### config.mk
export PLATFORM = sky130hd
export DESIGN_NAME = mux4a1_serializer
export DESIGN_NICKNAME = d
export VERILOG_FILES = /design/src/rtl/mux4a1_serializer_pkg.sv /design/src/rtl/lane_pick4.sv /design/src/rtl/mux4a1_serializer.sv
export SDC_FILE = /design/constraint.sdc
export NUM_CORES = 1
export LEC_CHECK = 0
export ABC_CLOCK_PERIOD_IN_PS = 5990
export CELL_PAD_IN_SITES_DETAIL_PLACEMENT = 0
export CELL_PAD_IN_SITES_GLOBAL_PLACEMENT = 1
export CORE_MARGIN = 2
export CORE_UTILIZATION = 42
export CTS_CLUSTER_DIAMETER = 40
export CTS_CLUSTER_SIZE = 24
export DETAILED_ROUTE_END_ITERATION = 10
export GPL_TIMING_DRIVEN = 0
export PLACE_DENSITY_LB_ADDON = 0.25
export SLEW_MARGIN = 20
export SYNTH_ARGS = -nofsm -noshare
export SYNTH_HDL_FRONTEND = slang
export SYNTH_SLANG_ARGS = --single-unit
### constraint.sdc
create_clock -name cclk -period 5.99 [get_ports cclk]
set_input_delay 0.8985 -clock cclk [delete_from_list [all_inputs] [get_ports cclk]]
set_output_delay 0.8985 -clock cclk [all_outputs]
set_load 0.05 [all_outputs]
### src/rtl/mux4a1_serializer_pkg.sv
// mux4a1_serializer_pkg
//   Shared definitions for the 4-lane byte serializer: FSM state encoding,
//   lane count and default data-lane width.
//   Optional feature macro: MUX_SKIP_INVALID_EN (see mux4a1_serializer.sv).
package mux4a1_serializer_pkg;

    typedef enum logic {
        ST_IDLE = 1'b0,
        ST_SEND = 1'b1
    } state_t;

    localparam int unsigned LANES      = 4;
    localparam int unsigned DATA_W_DEF = 8;

endpackage

### src/rtl/lane_pick4.sv
// lane_pick4
//   Combinational next-valid-lane finder: returns the lowest lane index
//   >= i_start whose bit is set in i_mask.
//   Ports:
//     i_mask   [3:0]  per-lane valid mask
//     i_start  [1:0]  first lane index eligible for selection
//     o_idx    [1:0]  selected lane (0 when nothing found)
//     o_found         a lane was found
//   Only instantiated when MUX_SKIP_INVALID_EN is defined.
module lane_pick4
    import mux4a1_serializer_pkg::*;
(
    input  logic [3:0] i_mask,
    input  logic [1:0] i_start,
    output logic [1:0] o_idx,
    output logic       o_found
);

    always_comb begin
        o_idx   = '0;
        o_found = 1'b0;
        for (int unsigned i = 0; i < LANES; i++) begin
            if (!o_found && (i >= 32'(i_start)) && i_mask[i]) begin
                o_found = 1'b1;
                o_idx   = i[1:0];
            end
        end
    end

endmodule

### src/rtl/mux4a1_serializer.sv
// mux4a1_serializer
//   Re-serializes a group of four parallel byte lanes onto one lane at one
//   byte per cclk, in lane order 0..3.
//   Ports:
//     cclk                   clock, rising edge
//     reset_L                synchronous reset, active low
//     valid_in0..3           per-lane valid of the offered group
//     data_in0..3 [DATA_W]   per-lane data
//     in_ready               a group offered now is accepted at the next edge
//     valid_out              serialized byte valid (registered)
//     data_out   [DATA_W]    serialized byte (registered)
//     slot_out   [1:0]       source lane of data_out (registered)
//     err_drop               sticky: a group was offered while in_ready was low
//   Macro MUX_SKIP_INVALID_EN: when defined, invalid lanes are skipped rather
//   than emitted as bubbles in fixed 4-slot frames.
module mux4a1_serializer
    import mux4a1_serializer_pkg::*;
#(
    parameter int unsigned DATA_W = DATA_W_DEF
) (
    input  logic              cclk,
    input  logic              reset_L,
    input  logic              valid_in0,
    input  logic              valid_in1,
    input  logic              valid_in2,
    input  logic              valid_in3,
    input  logic [DATA_W-1:0] data_in0,
    input  logic [DATA_W-1:0] data_in1,
    input  logic [DATA_W-1:0] data_in2,
    input  logic [DATA_W-1:0] data_in3,
    output logic              in_ready,
    output logic              valid_out,
    output logic [DATA_W-1:0] data_out,
    output logic [1:0]        slot_out,
    output logic              err_drop
);

    logic [3:0]        w_vin;
    logic [DATA_W-1:0] w_din [LANES];

    state_t            r_state, w_state_nx;
    logic [1:0]        r_slot, w_slot_nx;
    logic [3:0]        r_hold_v;
    logic [DATA_W-1:0] r_hold_d [LANES];
    logic              r_valid, w_valid_nx;
    logic [DATA_W-1:0] r_data, w_data_nx;
    logic [1:0]        r_sout, w_sout_nx;
    logic              r_err;

    logic              w_offer, w_more, w_last, w_accept;
    logic [1:0]        w_first, w_next;

    assign w_vin    = {valid_in3, valid_in2, valid_in1, valid_in0};
    assign w_din[0] = data_in0;
    assign w_din[1] = data_in1;
    assign w_din[2] = data_in2;
    assign w_din[3] = data_in3;

`ifdef MUX_SKIP_INVALID_EN
    logic w_first_found, w_next_found;

    lane_pick4 u_pick_first (
        .i_mask  (w_vin),
        .i_start (2'd0),
        .o_idx   (w_first),
        .o_found (w_first_found)
    );

    // Search the held mask past the current slot; at slot 3 the start index
    // wraps, so the slot-3 test below overrides whatever is found.
    lane_pick4 u_pick_next (
        .i_mask  (r_hold_v),
        .i_start (r_slot + 2'd1),
        .o_idx   (w_next),
        .o_found (w_next_found)
    );

    assign w_offer = w_first_found;
    assign w_more  = w_next_found && (r_slot != 2'd3);
`else
    assign w_offer = |w_vin;
    assign w_first = 2'd0;
    assign w_next  = r_slot + 2'd1;
    assign w_more  = (r_slot != 2'd3);
`endif

    // in_ready depends only on state and slot, never on the inputs.
    assign w_last   = (r_state == ST_SEND) && !w_more;
    assign in_ready = (r_state == ST_IDLE) || w_last;
    assign w_accept = w_offer && in_ready;

    always_comb begin
        w_state_nx = r_state;
        w_slot_nx  = r_slot;
        w_valid_nx = 1'b0;
        w_data_nx  = '0;
        w_sout_nx  = '0;
        if (w_accept) begin
            w_state_nx = ST_SEND;
            w_slot_nx  = w_first;
            w_valid_nx = w_vin[w_first];
            w_data_nx  = w_vin[w_first] ? w_din[w_first] : '0;
            w_sout_nx  = w_first;
        end else if (r_state == ST_SEND) begin
            if (w_last) begin
                w_state_nx = ST_IDLE;
                w_slot_nx  = '0;
            end else begin
                w_slot_nx  = w_next;
                w_valid_nx = r_hold_v[w_next];
                w_data_nx  = r_hold_v[w_next] ? r_hold_d[w_next] : '0;
                w_sout_nx  = w_next;
            end
        end
    end

    always_ff @(posedge cclk) begin
        if (!reset_L) begin
            r_state  <= ST_IDLE;
            r_slot   <= '0;
            r_hold_v <= '0;
            for (int unsigned i = 0; i < LANES; i++) begin
                r_hold_d[i] <= '0;
            end
            r_valid  <= 1'b0;
            r_data   <= '0;
            r_sout   <= '0;
            r_err    <= 1'b0;
        end else begin
            r_state <= w_state_nx;
            r_slot  <= w_slot_nx;
            r_valid <= w_valid_nx;
            r_data  <= w_data_nx;
            r_sout  <= w_sout_nx;
            r_err   <= r_err | (w_offer & ~in_ready);
            if (w_accept) begin
                r_hold_v <= w_vin;
                for (int unsigned i = 0; i < LANES; i++) begin
                    r_hold_d[i] <= w_din[i];
                end
            end
        end
    end

    assign valid_out = r_valid;
    assign data_out  = r_data;
    assign slot_out  = r_sout;
    assign err_drop  = r_err;

endmodule

==> results.py <==
metrics = {
    "placed_design": {
        "placed_area_mm2": 0.00270,
        "gp_congestion": 0.738,
        "dp_hpwl_mm": 2.92,
        "numPortBuffers": 50,
    },
    "cells_and_area": {
        "design_area_mm2": 0.00279,
        "multiInputGateArea_um2": 698,
        "antenna_cells": 0,
        "fin_nets": 240,
        "seq_area_mm2": 0.00134,
        "drive_above_1_share_pct": 10.9,
        "n_fill_cell": 386,
        "area_growth_pct": 34.3,
    },
    "synth": {
        "synth_largest_area_cell": "edfxtp_1",
        "synth_commonest_cells": "32 x and2_1, 32 x edfxtp_1, 19 x dfxtp_1",
        "synth_warnings": 0,
        "async_reset_ff_share_pct": 0,
        "synthCells": 143,
        "synth_edf_count": 32,
        "synthTopCellsByArea": "edfxtp_1 46%, dfxtp_1 18%, and2_1 9.6%",
        "ys_types": 26,
        "yosys.area.top_type_share_pct": 46.2,
        "synth_ff_type": "edfxtp_1",
        "syn_area_mm2": 0.00208,
        "synth.net_count": 182,
        "syn_area_per_cell_um2": 14.5,
        "synth-seq-cells": 51,
        "ys_seq_area_share_pct": 64.5,
    },
    "detailed_routing": {
        "dr_total_vias": 1331,
        "vias_per_cell": 4.95,
        "routed_wl_mm": 4.13,
        "ant_nets": 0,
        "post_drt_wl_per_cell_um": 15.3,
        "route.detailed.drc": 0,
        "drt_pass1_iterations": 4,
        "drt_iter0_drc": 72,
    },
    "floorplan": {
        "fp.dieW_um": 74.4,
        "die_h_um": 74.4,
        "io_pins": 51,
        "core_mm2": 0.00475,
        "dieArea_mm2": 0.00553,
        "placementRows": 25,
        "start_util_pct": 43.7,
    },
    "timing": {
        "slew_viol_final": 0,
        "worst_pin_slew_ns": 0.652,
        "period_share_pct": 47.5,
        "layout_min_cycle_time_ns": 2.84,
        "max_freq_ghz": 0.352,
        "finalSetupViolCount": 0,
        "hold_viol": 0,
        "fin_skew_ns": 0.00537,
        "rsz0062_at_grt": "no",
        "relSlewSlack_pct": 56.2,
        "setup_tns_ns": 0,
    },
    "global_route": {
        "antenna_found_initial": 0,
        "grt_pass1_wl_mm": 6.37,
        "grt_max_degree": 25,
        "grtUsageTotal_pct": 16.2,
        "grt_pass1_vias": 1296,
        "grt_overflow_total": 0,
    },
    "clock_network": {
        "cts.sinks": 51,
        "ctsHtreeMaxLevel": 2,
        "postCtsSetupBuffers": 0,
        "root_buffer": "clkbuf_8",
        "cts_repair_resize_count": 0,
        "path_clk_slew_ns": 0.09,
        "cts_hold_buf": 0,
        "clkLatencyLatePin_ns": 0.31,
        "cts_buffers": 5,
        "cts_tree": "done",
        "clk_path_buf_depth": 2,
    },
    "run_status": {
        "status": "complete, no violations",
    },
    "worst_setup_path": {
        "cp_data_required_time_ns": 5.09,
        "worst_r2r_endpoint": "r_hold_d[0][1]$_SDFFCE_PN0P_",
        "worstSetupPathType": "flip-flop to primary output",
        "ff2ff_setup_slack_ns": 4.07,
        "r2r_cells": 6,
        "crit_fanout": 8,
        "worstSetupStartpointType": "flip-flop",
        "r2r_start": "r_slot[0]$_SDFFE_PP0P_",
        "crit_path_end_kind": "primary output",
        "arrival_ns": 1.95,
    },
    "run": {
        "maxCapViolations": 0,
    },
    "worst_hold_path": {
        "min_path_type": "flip-flop to flip-flop",
        "holdPathStages": 1,
        "hp-start": "err_drop$_SDFF_PN0_",
        "holdPathEnd": "err_drop$_SDFF_PN0_",
    },
    "power": {
        "p_leak_nw": 1.05,
        "peakVddDrop_mv": 0.161,
        "p_per_area_mw_per_mm2": 256,
    },
}
metrics by stage:
step | worst slack [ns] | instances | total power [W] | util [%] | hold slack (ns)
after floorplan | 2.28 | 143 | 0.000471 | - | 0.454
after global placement | 0.901 | 260 | 0.000516 | 56.0 | 0.447
after detailed placement | 3.06 | 261 | 0.000522 | 56.8 | 0.458
after CTS | 3.14 | 269 | 0.000720 | 58.7 | 0.478
after global routing | 3.06 | 269 | 0.000742 | 58.7 | 0.501
final | 3.15 | 269 | 0.000715 | 58.7 | 0.474
worst max-delay path by stage:
stage / to / from / slack (ns) / cells after the start
6_report: in_ready / r_slot[0]$_SDFFE_PP0P_ / 3.15 / 4
5_1_grt: in_ready / r_slot[0]$_SDFFE_PP0P_ / 3.06 / 4
4_1_cts: in_ready / r_slot[0]$_SDFFE_PP0P_ / 3.14 / 4
3_5_place_dp: r_hold_d[0][1]$_SDFFCE_PN0P_ / valid_in3 / 3.06 / 5
3_3_place_gp: r_hold_d[1][5]$_SDFFCE_PN0P_ / valid_in0 / 0.90 / 3
2_1_floorplan: r_hold_d[0][0]$_SDFFCE_PN0P_ / valid_in0 / 2.28 / 2
state kept, by name, indices dropped and copies added (netlist names):
name / flops
r_hold_d: 32
data_out: 8
r_hold_v: 4
r_slot: 2
slot_out: 2
err_drop: 1
r_state: 1
valid_out: 1
cells by family (layout without fill, tap and decap cells):
family,count (synthesis),in the layout,synth area share (%)
buf+inv,11,70,2.47
flops,51,51,64.5
fa+ha+maj,1,1,0.602
mux,9,9,9.93
simple gates,50,50,15.1
compound gates,21,21,7.40
per-layer routing:
metal	GRT usage, %	vias to the layer above	wire length, um
met1	19.2	652	1740
met4	5.95	0	62
met5	0	-	0
met2	27.7	37	2120
li1	-	636	-
met3	5.01	6	206
cells in the final DEF, fill, tap and decap left out, types with 2 or more instances in the layout:
cell type and n:
clkdlybuf4s50_1 50, and2_1 32, edfxtp_1 32, dfxtp_1 19, mux4_2 8, a22o_1 8, clkbuf_1 6, nand2_1 6
a21boi_0 6, clkbuf_8 6, o21ai_0 4, and3_1 3, nor2b_1 2, buf_2 2, nor2_1 2
power breakdown:
group	switching, W	leakage, nW	internal (W)
Sequential	0.00000688	0.509	0.000399
Clock	0.000110	0.0459	0.0000928
Combinational	0.0000505	0.495	0.0000559
Total	0.000168	1.05	0.000548
worst max-delay path, cell delays in order (launching register included):
cell and delay [ns]:
dfxtp_1 0.43, ha_1 0.21, nor2b_1 0.07, inv_2 0.12, clkdlybuf4s50_1 0.82
cell type report:
class | count | area share [%]
buffer | 9 | 1.57
clock buffer | 7 | 3.09
clock inverter | 1 | 0.134
inverter | 2 | 0.269
multi-input combinational | 81 | 25.0
sequential | 51 | 48.0
tap | 67 | 3.00
timing repair buffer | 51 | 18.9
(Power assumes the default switching activity.)
